**src/rtl/weight_loader.sv**
```systemverilog
// ============================================================================
// weight_loader
// ----------------------------------------------------------------------------
// Purpose:
//   Write-side counterpart of the synchronous weight ROM read path. Accepts a
//   stream of signed fixed-point weights (Q INT_WIDTH.FRAC_WIDTH) over a
//   valid/ready handshake and writes them to sequential addresses
//   0..NUM_WEIGHTS-1 of a single-port weight RAM. Raises done (level) once
//   the full image has been written.
//
// Ports:
//   clock          in   1        rising-edge clock
//   reset          in   1        asynchronous, active-low reset
//   start          in   1        begin a load (honoured in IDLE or DONE only)
//   in_valid       in   1        in_data holds a weight
//   in_ready       out  1        loader accepts in_data this cycle
//   in_data        in   WIDTH    signed weight [INT_WIDTH-1:-FRAC_WIDTH]
//   write_enable   out  1        RAM write strobe
//   write_address  out  ADDR_W   RAM write address
//   write_data     out  WIDTH    RAM write data
//   busy           out  1        high while loading
//   done           out  1        high once the image is loaded (level)
//   checksum       out  WIDTH    only with WEIGHT_LOADER_CHECKSUM_EN: sum
//                                modulo 2^WIDTH of all words accepted since
//                                the load began
//
// Configuration:
//   WEIGHT_LOADER_CHECKSUM_EN  when defined, adds the checksum port and its
//                              accumulator; otherwise neither exists.
// ============================================================================

module weight_loader #(
    parameter int INT_WIDTH   = 8,
    parameter int FRAC_WIDTH  = 8,
    parameter int NUM_WEIGHTS = 784,
    localparam int WIDTH      = INT_WIDTH + FRAC_WIDTH,
    localparam int ADDR_W     = (NUM_WEIGHTS > 1) ? $clog2(NUM_WEIGHTS) : 1
) (
    input  logic              clock,
    input  logic              reset,
    input  logic              start,
    input  logic              in_valid,
    output logic              in_ready,
    input  logic [WIDTH-1:0]  in_data,
    output logic              write_enable,
    output logic [ADDR_W-1:0] write_address,
    output logic [WIDTH-1:0]  write_data,
`ifdef WEIGHT_LOADER_CHECKSUM_EN
    output logic [WIDTH-1:0]  checksum,
`endif
    output logic              busy,
    output logic              done
);

    // FSM encoding
    localparam logic [1:0] S_IDLE = 2'd0;
    localparam logic [1:0] S_LOAD = 2'd1;
    localparam logic [1:0] S_DONE = 2'd2;

    // Address of the final word of an image
    localparam logic [ADDR_W-1:0] LAST_ADDR = ADDR_W'(NUM_WEIGHTS - 1);

    logic [1:0]        state_q,   state_d;
    logic [ADDR_W-1:0] count_q,   count_d;
    logic              wr_en_q,   wr_en_d;
    logic [ADDR_W-1:0] wr_addr_q, wr_addr_d;
    logic [WIDTH-1:0]  wr_data_q, wr_data_d;
`ifdef WEIGHT_LOADER_CHECKSUM_EN
    logic [WIDTH-1:0]  sum_q,     sum_d;
`endif

    logic loading;
    logic transfer;
    logic last_transfer;
    logic begin_load;

    // Ready is decoded from state alone so the upstream valid never has a
    // combinational path back to ready.
    assign loading       = (state_q == S_LOAD);
    assign transfer      = in_valid && loading;
    assign last_transfer = transfer && (count_q == LAST_ADDR);
    // start is only honoured outside LOAD; that also covers a start that
    // coincides with the final transfer, since that cycle is still in LOAD.
    assign begin_load    = start && !loading;

    // Next-state logic for the FSM and the word counter. The counter parks
    // on the last address after the final transfer instead of wrapping; it
    // is cleared again whenever a new load begins.
    always_comb begin
        state_d = state_q;
        count_d = count_q;
        unique case (state_q)
            S_IDLE, S_DONE: begin
                if (begin_load) begin
                    state_d = S_LOAD;
                    count_d = '0;
                end
            end
            S_LOAD: begin
                if (last_transfer) begin
                    state_d = S_DONE;
                end else if (transfer) begin
                    count_d = count_q + ADDR_W'(1);
                end
            end
            default: begin
                state_d = S_IDLE;
                count_d = '0;
            end
        endcase
    end

    // Write port: one registered write per accepted word, one cycle later.
    // Address and data hold their previous value when no write is issued.
    always_comb begin
        wr_en_d   = 1'b0;
        wr_addr_d = wr_addr_q;
        wr_data_d = wr_data_q;
        if (transfer) begin
            wr_en_d   = 1'b1;
            wr_addr_d = count_q;
            wr_data_d = in_data;
        end
    end

`ifdef WEIGHT_LOADER_CHECKSUM_EN
    // Running sum tracks the write port so the final word is included in
    // the same cycle done first reads high.
    always_comb begin
        sum_d = sum_q;
        if (begin_load) begin
            sum_d = '0;
        end else if (transfer) begin
            sum_d = sum_q + in_data;
        end
    end
`endif

    // State registers
    always_ff @(posedge clock or negedge reset) begin
        if (!reset) begin
            state_q   <= S_IDLE;
            count_q   <= '0;
            wr_en_q   <= 1'b0;
            wr_addr_q <= '0;
            wr_data_q <= '0;
        end else begin
            state_q   <= state_d;
            count_q   <= count_d;
            wr_en_q   <= wr_en_d;
            wr_addr_q <= wr_addr_d;
            wr_data_q <= wr_data_d;
        end
    end

`ifdef WEIGHT_LOADER_CHECKSUM_EN
    always_ff @(posedge clock or negedge reset) begin
        if (!reset) begin
            sum_q <= '0;
        end else begin
            sum_q <= sum_d;
        end
    end

    assign checksum = sum_q;
`endif

    assign in_ready      = loading;
    assign busy          = loading;
    assign done          = (state_q == S_DONE);
    assign write_enable  = wr_en_q;
    assign write_address = wr_addr_q;
    assign write_data    = wr_data_q;

endmodule
```
**config.mk**
```make
export PLATFORM = sky130hd
export DESIGN_NAME = weight_loader
export DESIGN_NICKNAME = d
export VERILOG_FILES = /design/src/rtl/weight_loader.sv
export SDC_FILE = /design/constraint.sdc
export NUM_CORES = 1
export LEC_CHECK = 0
export ABC_AREA = 0
export CORE_ASPECT_RATIO = 1.75
export CORE_MARGIN = 1.5
export CORE_UTILIZATION = 46
export DETAILED_ROUTE_END_ITERATION = 6
export PLACE_DENSITY = 0.78
export REMOVE_ABC_BUFFERS = 1
export SYNTH_ARGS = -nofsm -noshare
export SYNTH_HDL_FRONTEND = slang
export SYNTH_SLANG_ARGS = --single-unit
```
**constraint.sdc**
```tcl
create_clock -name clock -period 2.2 [get_ports clock]
set_clock_uncertainty 0.05 [all_clocks]
set_input_delay 0.44 -clock clock [delete_from_list [all_inputs] [get_ports clock]]
set_output_delay 0.44 -clock clock [all_outputs]
set_load 0.005 [all_outputs]
```
; After elaboration in Yosys (flattened, before gate mapping)
; Cells that the tools add are included.
[op_classes]
addsub = 1
eq_ne = 7
n_mux = 8
n_reduce_logical = 8
[ops]
columns = cell, n
row1 = $mux 10, 3
row2 = $pmux 10 s2, 1
row3 = $add 10x1->10 const B, 1
row4 = $eq 10x10->1 const B, 1
row5 = $mux 2, 2
row6 = $ne 2x1->1 const B, 2
row7 = $ne 2x2->1 const B, 2
row8 = $pmux 2 s2, 1
row9 = $logic_and 1x1->1, 3
row10 = $reduce_and 3->1, 1
row11 = $eq 2x1->1 const B, 1
row12 = $eq 2x2->1 const B, 1
row13 = $logic_not 2->1, 1
row14 = $reduce_and 2->1, 1
row15 = $reduce_or 2->1, 1
row16 = $logic_not 1->1, 1
row17 = $mux 1, 1
[totals]
ff_bits = 39
in_bits = 20
out_inout_bits = 30
word_cells = 29

; Depth between registers and ports, before layout
; Gate-level depths: netlist of run 1.
[logic_depth]
word_depth = 5
ltp_mapped = 7
ltp_nobuf = 5

; Worst setup path before layout of run 1
; Ideal clock, no wire load.
[synth_timing]
kind = register -> register
from = reg count_q[0]
to = reg count_q[2]
setup_ns = 0.127
arrival_time_ns = 1.400
t_required_ns = 2.023
setup_slack_ns = 0.623
path_stages_with_launch = 6
n_path_buf = 0
synth_period_minus_slack_ns = 1.577
path_cell_list = dfrtp_1 > ha_1 > nand4b_1 > nor3_1 > o311a_2 > or2_2
[synth_between]
elab_chain_cells = 4
elab_cells_between_ends = 8
cone_classes = add/sub: 1 / eq/ne: 2 / mux: 3 / reduce/logical: 2
[synth_rtl]
columns = item, line_no
row1 = from (decl), 64  ; logic [ADDR_W-1:0] count_q, count_d;
row2 = from (signal assigned), 149  ; count_q <= count_d;
row3 = $add 10x1->10 / $eq 10x10->1 (equally long branches), "103, 81"
row4 = $mux 10 / $logic_and 1x1->1 (equally long branches), "102, 81"
row5 = $mux 10 / $ne 2x2->1 (equally long branches), --
row6 = $pmux 10 s2 / $reduce_and 3->1 (equally long branches), --
; Parallel ways exist; a longest one is shown, timed or not. The select of a mux whose other input is x is not followed.
; A chain may end at the register's enable or synchronous reset.

; Final worst setup path of run 1
[layout_timing]
from = reg state_q[1]
to = out busy
[layout_between]
elab_chain_cells = 1
[layout_rtl]
columns = item, line_no
row1 = from (decl), 63  ; logic [1:0] state_q, state_d;
row2 = from (signal assigned), 148  ; state_q <= state_d;
row3 = $eq 2x1->1, 79  ; assign loading = (state_q == S_LOAD);
row4 = to (decl), 51  ; output logic busy,
; Every way passes these cells.

==> impl_metrics.json, run 1 <==
{
  "async_flop_share_pct": 100,
  "nets": 206,
  "grt_pass1_wl_um": 6180,
  "cts_setup_buffers": 0,
  "post-route-min-period_ns": 2.07,
  "grt_use_total_pct": 19.7,
  "ys.flop_type": "dfrtp_1",
  "synth.ff_latch_count": 39,
  "p_per_area_mw_per_mm2": 904,
  "die_w_um": 48.7,
  "num_rows": 28,
  "fin_cells": 231,
  "critPathCaptureType": "output pin",
  "layout-drive-gt1-share_pct": 22.6,
  "clk_latency_ns": 0.29,
  "syn_avg_cell_area_um2": 12.4,
  "syn_inst": 135,
  "post-place-cells": 223,
  "path_max_fanout": 13,
  "cap_violations": 0,
  "rsz0062_at_grt": "no",
  "cts_made_buffers": 5,
  "cp.required_ns": 1.71,
  "leakage_nw": 1.02,
  "first_iter_violations": 19,
  "die_area_mm2": 0.00403,
  "syn_area_mm2": 0.00168,
  "gp_congestion": 0.930,
  "htreeDepth": 2,
  "n_antenna_cell": 0,
  "maxSlewViolCount": 0,
  "min_path_type": "input pin to asynchronous set/reset pin",
  "final_design_area_no_fill_mm2": 0.00233,
  "cts.path.max_buffers": 2,
  "setup_viol": 0,
  "worst_pin_slew_ns": 0.834,
  "fin_crit_sh_pct": 94.1,
  "core_mm2": 0.00343,
  "place_area_mm2": 0.00219,
  "path_clk_slew_ns": 0.08,
  "ant_nets": 0,
  "synth_area_leaders": "dfrtp_1, mux2_2, nand2_1, o21ai_0, buf_2",
  "initial_utilization_pct": 48.9,
  "via_count": 1260,
  "tns_ns": 0,
  "fmax_mhz": 483,
  "cts_resized": 0,
  "antenna_found_initial": 0,
  "overflow": 0,
  "yosys_warnings": 0,
  "cts_tree": "built",
  "port_buffers": 49,
  "via_per_inst": 5.45,
  "synth-edff-count": 0,
  "dp_hpwl_um": 2640,
  "fp.dieH_um": 82.9,
  "num_io_pins": 50,
  "clockRootBuffer": "clkbuf_8",
  "grt_pass1_vias": 1268,
  "grt_max_degree": 40,
  "hold_violations": 0,
  "synth_area_leader_cell": "dfrtp_1",
  "ir_drop_v": 0.000595,
  "utilization_pct": 67.8,
  "status": "completed",
  "wirelength_um": 3640,
  "wire_per_inst_um": 15.8,
  "holdWs_ns": 0.191,
  "syn_to_final_growth_pct": 38.7,
  "r2r_slack_ns": 0.46,
  "synth.most_common_cell": "dfrtp_1",
  "dr.pass1.iters": 4,
  "synth_top_cell_area_share_pct": 58.2,
  "cts_sinks": 39,
  "critPathKind": "register to output pin",
  "synthDistinctLibCells": 36,
  "cts_hold_buf": 0,
  "ys_seq_area_share_pct": 58.2,
  "ys_top_cells_by_count": "dfrtp_1, mux2_2, nand2_1",
  "start_kind": "register",
  "max-slew-margin-rel_pct": 44.4,
  "drc": 0,
  "cp.arrival_ns": 1.58
}
power by group:
| group | leakage (nW) | switching [mW] | internal (mW) |
|---|---|---|---|
| combinational | 0.476 | 0.141 | 0.291 |
| sequential | 0.475 | 0.123 | 0.848 |
| clock | 0.0654 | 0.249 | 0.453 |
| total | 1.02 | 0.512 | 1.59 |
metal layers:
metal  vias up  track usage, %  wire [um]
li1        583               -          -
met1       620            20.7       1320
met2        47            36.0       2060
met3        10            3.06        145
met4         0            11.2        122
met5         -               0          0
critical path, cell delays in order, from the launching register on:
cell and delay [ns]:
dfrtp_1 0.38, nand2b_1 0.17, inv_2 0.19, clkdlybuf4s50_1 0.55
cells in the final DEF (no fill, tap or decap), types with 2 or more instances in the layout:
cell type / count
a21o_1: 3
a21oi_1: 4
a31oi_1: 3
buf_4: 3
bufinv_16: 2
clkbuf_8: 5
clkdlybuf4s50_1: 48
dfrtp_1: 39
inv_1: 4
mux2_2: 25
nand2_1: 10
nand3_1: 3
nor2_1: 2
nor2b_1: 2
nor3_1: 2
o211ai_1: 2
o21ai_0: 7
or2_2: 2
sequential cells by signal (all words and copies together) (netlist names):
name	count
write_enable	1
count_q	10
write_data	16
state_q	2
write_address	10
final cells by class:
type                       count  area, um2
clock buffer                   6       72.6
clock inverter                 2       60.1
fill                         287       1110
inverter                       5       18.8
multi-input combinational     82        636
sequential                    39        976
tap                           45       56.3
timing repair buffer          52        508
logic make-up (layout without fill, tap and decap cells):
family                     Yosys count  in the layout  share of synthesized area (%)
DFF                                 39             39                           58.2
and+or+nand+nor                     31             31                           10.6
AOI/OAI and AO/OA                   25             25                           9.77
muxes                               25             25                           16.8
buffers and inverters               14             65                           3.95
adders and majority gates            1              1                          0.746
per-stage QoR:
stage               power [mW]  setup WS (ns)
floorplan                 1.14          0.232
global placement          1.40          0.125
detailed placement        1.42         0.0544
CTS                       2.13          0.122
global route              2.20         0.0723
finish                    2.10          0.130
path summary, 6_finish.rpt:
path,from,endpoint,cells past startpoint
min in group clock,write_address[7]$_DFFE_PN0P_,write_address[7]$_DFFE_PN0P_,2
hold reg to reg,write_address[7]$_DFFE_PN0P_,write_address[7]$_DFFE_PN0P_,2
hold / removal,reset,state_q[1]$_DFFE_PN0P_,1
max in group asynchronous,reset,write_data[10]$_DFFE_PN0P_,1
setup reg to reg,count_q[6]$_DFFE_PN0P_,count_q[0]$_DFFE_PN0P_,4
setup / recovery,state_q[1]$_DFFE_PN0P_,busy,3
No activity file was read; power rests on OpenSTA's default activity.
==> run 2: changes to the inputs <==
--- a/config.mk
+++ b/config.mk
@@ -8,10 +8,12 @@
 export ABC_AREA = 0
 export CORE_ASPECT_RATIO = 1.75
 export CORE_MARGIN = 1.5
-export CORE_UTILIZATION = 46
+export CORE_UTILIZATION = 55
 export DETAILED_ROUTE_END_ITERATION = 6
-export PLACE_DENSITY = 0.78
+export DONT_BUFFER_PORTS = 1
+export PLACE_DENSITY = 0.7
 export REMOVE_ABC_BUFFERS = 1
 export SYNTH_ARGS = -nofsm -noshare
 export SYNTH_HDL_FRONTEND = slang
 export SYNTH_SLANG_ARGS = --single-unit
+export TNS_END_PERCENT = 50
==> run 2 against run 1 <==
  * Die area shrank 16%
  * Combinational power down 48%
  * Global-route usage decreased by 0.61 points
  * First-iteration DRC count fell by 32%
  * Fmax increased by 16%
  * Core utilization decreased by 5.3 points
  * Clock power is 17% lower
  * Via count shrank 18%
  * Total power decreased by 14%
  * Design area is 21% lower
  * Hold slack better by 0.054 ns
  * Critical path type is now register to register
  * Critical endpoint is now count_q[0]$_DFFE_PN0P_
  * Largest cell class unchanged
==> impl_metrics.json, run 2 (synthesis results as in run 1) <==
{
  "cts_tree": "built",
  "via_per_inst": 6.26,
  "crit_path_max_incr_delay_ns": 0.51,
  "gp_congestion": 0.797,
  "core_mm2": 0.00293,
  "n_antenna_cell": 0,
  "worst_pin_slew_ns": 0.645,
  "num_rows": 26,
  "first_iter_violations": 13,
  "max-slew-margin-rel_pct": 56.6,
  "fp.dieH_um": 76.1,
  "largest_reg_flops": 16,
  "dp_hpwl_um": 2010,
  "wl_met3_um": 194,
  "path_clk_slew_ns": 0.07,
  "critPathKind": "register to register",
  "cts_resized": 0,
  "wl_met1_um": 1120,
  "highest_layer": "met4",
  "crit_chain": "ha_1 > nand4b_1 > nor3_1 > nor2_1 > o22a_1",
  "grt_use_total_pct": 19.1,
  "overflow": 0,
  "cts_setup_buffers": 0,
  "fmax_mhz": 560,
  "dr.pass1.iters": 4,
  "p_per_area_mw_per_mm2": 985,
  "wirelength_um": 2970,
  "syn_to_final_growth_pct": 8.95,
  "ir_drop_v": 0.000803,
  "path_buf_inv": 0,
  "layout-drive-gt1-share_pct": 29.9,
  "setup_viol": 0,
  "die_w_um": 44.8,
  "antenna_found_initial": 0,
  "critPathSlowestCell": "nor3_1",
  "grt_pass1_vias": 1071,
  "dr_wl_met2_um": 1590,
  "post-route-min-period_ns": 1.79,
  "start_kind": "register",
  "nets": 157,
  "critPathTopFamily": "simple AND/OR/NAND/NOR gates",
  "place_area_mm2": 0.00169,
  "cts_made_buffers": 5,
  "worst_slack_ns": 0.414,
  "path_max_fanout": 6,
  "clockRootBuffer": "clkbuf_8",
  "pre_cts_ws_ns": 0.435,
  "initial_utilization_pct": 57.3,
  "clk_latency_ns": 0.29,
  "status": "completed",
  "die_area_mm2": 0.00340,
  "cts.path.max_buffers": 2,
  "wire_per_inst_um": 18.0,
  "tns_ns": 0,
  "htreeDepth": 2,
  "drc": 0,
  "critPathCaptureType": "register",
  "cp.required_ns": 2.33,
  "final_cell_mix": "dfrtp_1, mux2_2, nand2_1",
  "grt_max_degree": 40,
  "ant_nets": 0,
  "via_count": 1033,
  "holdWs_ns": 0.245,
  "fin_crit_sh_pct": 81.2,
  "min_path_type": "input pin to register",
  "cap_violations": 0,
  "final_design_area_no_fill_mm2": 0.00183,
  "final_common_cell": "dfrtp_1",
  "port_buffers": 0,
  "num_io_pins": 50,
  "rsz0062_at_grt": "no",
  "cp.arrival_ns": 1.91,
  "cts_sinks": 39,
  "maxSlewViolCount": 0,
  "cts_hold_buf": 2,
  "leakage_nw": 0.827,
  "hold_violations": 0,
  "grt_pass1_wl_um": 4760
}
[run 2: layout make-up]
type	count	area (um2)
Clock buffer	5	68.8
Tap cell	28	35.0
Timing Repair Buffer	3	50.0
Clock inverter	3	43.8
Multi-Input combinational cell	82	636
Fill cell	238	1100
Inverter	5	18.8
Sequential cell	39	976
[run 2: routing by layer]
metal  vias to the layer above  GRT usage (%)
met2                        38           31.3
met5                         -              0
met1                       509           20.9
met3                         5           6.64
met4                         0           9.09
li1                        481              -
[run 2: metrics by stage]
| stage | util (%) | cells | power, mW |
|---|---|---|---|
| 2_1_floorplan | - | 126 | 1.14 |
| 3_3_place_gp | 57.6 | 155 | 1.20 |
| 3_5_place_dp | 57.6 | 155 | 1.21 |
| 4_1_cts | 62.4 | 165 | 1.83 |
| 5_1_grt | 62.4 | 165 | 1.90 |
| 6_report | 62.4 | 165 | 1.80 |
[run 2: report_power, final]
| group | switching [mW] | leakage [nW] | internal [mW] |
|---|---|---|---|
| clock | 0.244 | 0.0581 | 0.337 |
| combinational | 0.0901 | 0.294 | 0.135 |
| sequential | 0.145 | 0.475 | 0.849 |
| total | 0.480 | 0.827 | 1.32 |
[run 2: final timing paths]
check | to | startpoint | depth (start not counted) | slack (ns)
max | count_q[0]$_DFFE_PN0P_ | count_q[0]$_DFFE_PN0P_ | 5 | 0.41
min | write_data[13]$_DFFE_PN0P_ | in_data[13] | 1 | 0.25
max reg2reg | count_q[0]$_DFFE_PN0P_ | count_q[0]$_DFFE_PN0P_ | 5 | 0.41
min reg2reg | write_address[7]$_DFFE_PN0P_ | write_address[7]$_DFFE_PN0P_ | 2 | 0.47
max in group asynchronous | write_address[1]$_DFFE_PN0P_ | reset | 2 | 1.34
min in group asynchronous | count_q[9]$_DFFE_PN0P_ | reset | 2 | 0.57
==> run 3: changes to the inputs <==
==> constraint.sdc (replaced) <==
create_clock -name clock -period 1.7 [get_ports clock]
set_clock_uncertainty 0.05 [all_clocks]
set_input_delay 0.34 -clock clock [delete_from_list [all_inputs] [get_ports clock]]
set_output_delay 0.34 -clock clock [all_outputs]
set_load 0.005 [all_outputs]
==> run 3 against run 2 <==
  * Core utilization up 1.7 points
  * Design area increased by 2.7%
  * Flip-flop and latch count unchanged
  * Critical endpoint is now count_q[2]$_DFFE_PN0P_
  * Highest routed layer unchanged
==> impl_metrics.json, run 3 (synthesis results as in run 1) <==
{
  "status": "completed",
  "utilization_pct": 64.1,
  "grt_pass1_vias": 1199,
  "path_clk_slew_ns": 0.07,
  "gp_congestion": 0.779,
  "path_max_fanout": 6,
  "port_buffers": 0,
  "holdWs_ns": 0.148,
  "dr.pass1.iters": 4,
  "hold_violations": 0,
  "wire_per_inst_um": 18.1,
  "antenna_found_initial": 0,
  "fin_crit_sh_pct": 94.8,
  "maxSlewViolCount": 0,
  "ir_drop_v": 0.000904,
  "num_rows": 26,
  "grt_max_degree": 40,
  "cp.required_ns": 1.83,
  "critPathCaptureType": "register",
  "leakage_nw": 0.853,
  "nFillCells": 230,
  "layout-drive-gt1-share_pct": 33.8,
  "start_kind": "register",
  "nets": 162,
  "largest_reg_flops": 16,
  "clk_latency_ns": 0.29,
  "htreeDepth": 2,
  "cts_sinks": 39,
  "n_antenna_cell": 0,
  "cp.arrival_ns": 1.74,
  "syn_to_final_growth_pct": 11.9,
  "setup_viol": 0,
  "via_per_inst": 6.35,
  "fp.dieH_um": 76.1,
  "critPathKind": "register to register",
  "rsz0062_at_grt": "yes",
  "final_common_cell": "dfrtp_1",
  "grt_use_total_pct": 19.9,
  "final_cell_mix": "dfrtp_1, mux2_2, nand2_1",
  "p_per_area_mw_per_mm2": 1260,
  "clockRootBuffer": "clkbuf_8",
  "cts_tree": "built",
  "max-slew-margin-rel_pct": 71.8,
  "overflow": 0,
  "min_path_type": "input pin to register",
  "fmax_mhz": 620,
  "post-route-min-period_ns": 1.61,
  "cts_made_buffers": 5,
  "die_w_um": 44.8,
  "cts.path.max_buffers": 2,
  "place_area_mm2": 0.00172,
  "wirelength_um": 3080,
  "cap_violations": 0,
  "core_mm2": 0.00293,
  "num_io_pins": 50,
  "ant_nets": 0,
  "worst_pin_slew_ns": 0.421,
  "first_iter_violations": 27,
  "die_area_mm2": 0.00340,
  "final_design_area_no_fill_mm2": 0.00188,
  "dp_hpwl_um": 2130,
  "grt_pass1_wl_um": 5010,
  "via_count": 1080,
  "drc": 0,
  "initial_utilization_pct": 57.3
}
run 3: changes by cell type in the layout (fill, tap and decap cells not counted):
| cell | before | now |
|---|---|---|
| ha_1 | 1 | 0 |
| ha_2 | 0 | 1 |
| nor3_2 | 0 | 1 |
| nor3_1 | 2 | 1 |
| clkbuf_8 | 5 | 6 |
| clkinv_4 | 1 | 0 |
| buf_4 | 0 | 5 |
run 3: critical path, stage by stage, from the launching register on:
cell	delay [ns]
dfrtp_1	0.41
ha_2	0.20
nand4b_1	0.11
nor3_2	0.08
o311a_2	0.38
or2_2	0.27
run 3: per-stage QoR:
step | setup slack (ns) | instances | TNS [ns] | total power, mW
after global placement | 0.113 | 160 | 0 | 1.57
after floorplan | -0.268 | 126 | -7.50 | 1.48
after global routing | -0.0000282 | 170 | -0.0000282 | 2.50
after detailed placement | 0.0457 | 160 | 0 | 1.58
after CTS | 0.0364 | 170 | 0 | 2.40
final | 0.0878 | 170 | 0 | 2.37
run 3: power by group:
group	switching (mW)	internal, mW	leakage (nW)
clock network	0.310	0.474	0.0612
registers	0.179	1.10	0.475
logic	0.127	0.186	0.317
run 3: what timing repair did:
action / in CTS / in global routing
hold endpoints to repair: 39 / 0
resized for setup: 0 / 2
endpoints found under the setup margin: 0 / 6
buffers inserted: 0 / 0
hold buffers: 2 / 0
run 3: final timing paths:
check / to / slack [ns] / from / cells after the start
worst max-delay path: count_q[2]$_DFFE_PN0P_ / 0.09 / count_q[1]$_DFFE_PN0P_ / 5
worst min-delay path: write_data[1]$_DFFE_PN0P_ / 0.15 / in_data[1] / 1
worst max register to register: count_q[2]$_DFFE_PN0P_ / 0.09 / count_q[1]$_DFFE_PN0P_ / 5
worst min register to register: write_address[7]$_DFFE_PN0P_ / 0.47 / write_address[7]$_DFFE_PN0P_ / 2
max in group asynchronous: count_q[1]$_DFFE_PN0P_ / 0.95 / reset / 2
min in group asynchronous: count_q[8]$_DFFE_PN0P_ / 0.45 / reset / 2
run 3: final cells by class:
class                           instances  area [um2]  area share [%]
Clock buffer                            6        82.6            4.40
Clock inverter                          2        35.0            1.87
Inverter                                5        18.8           0.999
Multi-Input combinational cell         82         643            34.2
Sequential cell                        39         976            52.0
Tap cell                               28        35.0            1.87
Timing Repair Buffer                    8        87.6            4.66
run 3: layer usage:
layer  GRT usage, %  routed length, um  vias to the layer above
li1               -                  -                      494
met1           19.5               1110                      541
met2           33.5               1700                       37
met3           7.35                190                        8
met4           11.5                 82                        0
met5              0                  0                        -
==> edit: new RTL, settings of run 1 <==
`NUM_WEIGHTS`: 784 -> 392.
--- a/src/rtl/weight_loader.sv
+++ b/src/rtl/weight_loader.sv
@@ -32,7 +32,7 @@
 module weight_loader #(
     parameter int INT_WIDTH   = 8,
     parameter int FRAC_WIDTH  = 8,
-    parameter int NUM_WEIGHTS = 784,
+    parameter int NUM_WEIGHTS = 392,
     localparam int WIDTH      = INT_WIDTH + FRAC_WIDTH,
     localparam int ADDR_W     = (NUM_WEIGHTS > 1) ? $clog2(NUM_WEIGHTS) : 1
 ) (
Ports: changed (resized write_address); port bits go from 50 to 49. No check against the original RTL was run, so the function may have changed too.
==> edit against run 1 <==
Total power is 15% lower; routed wire length fell by 5.4%; worst setup slack better by 29 ps; final cell count grew 17%; area after synthesis is 3.8% lower; sequential cell count shrank 2; cell area is 4.5% lower; clock power down 27%; highest routed layer unchanged.
==> edit: results (changes against run 1) <==
metric,value,unit,change
gr-usage-all-layers,20.5,%,+0.84 points
synth-adder-area-share,0.775,%,+0.029 points
tightest_slew,451,ps,-384 ps
wl_per_cell,12.8,um,-19%
synthTopCellsByArea,"dfrtp_1 57%, nand2_1 19%, o21ai_1 2.8%",,
period_needed,2040,ps,-28.9 ps
synth_area_per_cell,9.33,um^2,-25%
cp-startpoint,state_q[0]$_DFFE_PN0P_,,
grt_max_degree,38,,-5.0%
run_status,completed,,
worstReg2RegEnd,count_q[2]$_DFFE_PN0P_,,
nNetsFinal,245,,+19%
drt_iter0_drc,30,,+11
routed_via_density,4.96,,-9.0%
preCtsSetupSlack,297,ps,+243 ps
ys_top_cells_by_count,"80 x nand2_1, 37 x dfrtp_1, 9 x o21ai_1",,
synth_cell_types,27,,-25%
grt_pass1_wl,5.66,mm,-8.4%
placed_cells,262,,+17%
dp_hpwl,2.45,mm,-7.3%
crit_fanout,5,,-8
syn_to_final_growth,37.8,%,
totalWireLength,3.45,mm,-5.4%
rr_worst_depth,5,,+1
dpl_cell_area,0.00212,mm^2,-3.3%
-- edit: layout make-up --
cell class	instances	area share, %
clock buffers	7	4.33
clock inverters	1	0.225
inverters	5	0.844
multi-input cells	123	27.7
flip-flops and latches	37	41.6
well taps	45	2.53
repair buffers	52	22.7
-- edit: worst max-delay path: stages (launching register included) --
cell and delay (ps):
dfrtp_1 500, nand2b_1 110, inv_1 140, clkdlybuf4s50_1 520
-- edit: logic make-up after synthesis --
logic type | Yosys count
and+or+nand+nor | 98
DFF | 37
AOI/OAI and AO/OA | 24
buffers and inverters | 13
adders and majority gates | 1
-- edit: power groups by stage --
stage / logic, mW / clock network (mW) / registers [mW]
final: 0.380 / 0.512 / 0.893
after global routing: 0.429 / 0.557 / 0.907
after detailed placement: 0.386 / 0 / 0.903
after CTS: 0.388 / 0.525 / 0.891
after floorplan: 0.160 / 0 / 0.887
after global placement: 0.377 / 0 / 0.902
-- edit: worst min-delay path by stage --
stage	end	cells past startpoint
after floorplan	count_q[0]$_DFFE_PN0P_	0
after global placement	write_data[12]$_DFFE_PN0P_	2
after detailed placement	write_data[11]$_DFFE_PN0P_	2
after CTS	write_data[5]$_DFFE_PN0P_	2
after global routing	count_q[3]$_DFFE_PN0P_	2
final	write_data[15]$_DFFE_PN0P_	2
-- edit: routing by layer --
layer | wire, um | share of wire, % | global-route usage [%] | up-vias
met5 | 0 | 0 | 0 | -
met3 | 137 | 4.0 | 4.00 | 8
met2 | 1850 | 54 | 34.9 | 39
li1 | - | - | - | 665
met4 | 106 | 3.1 | 10.3 | 0
met1 | 1360 | 39 | 22.9 | 628
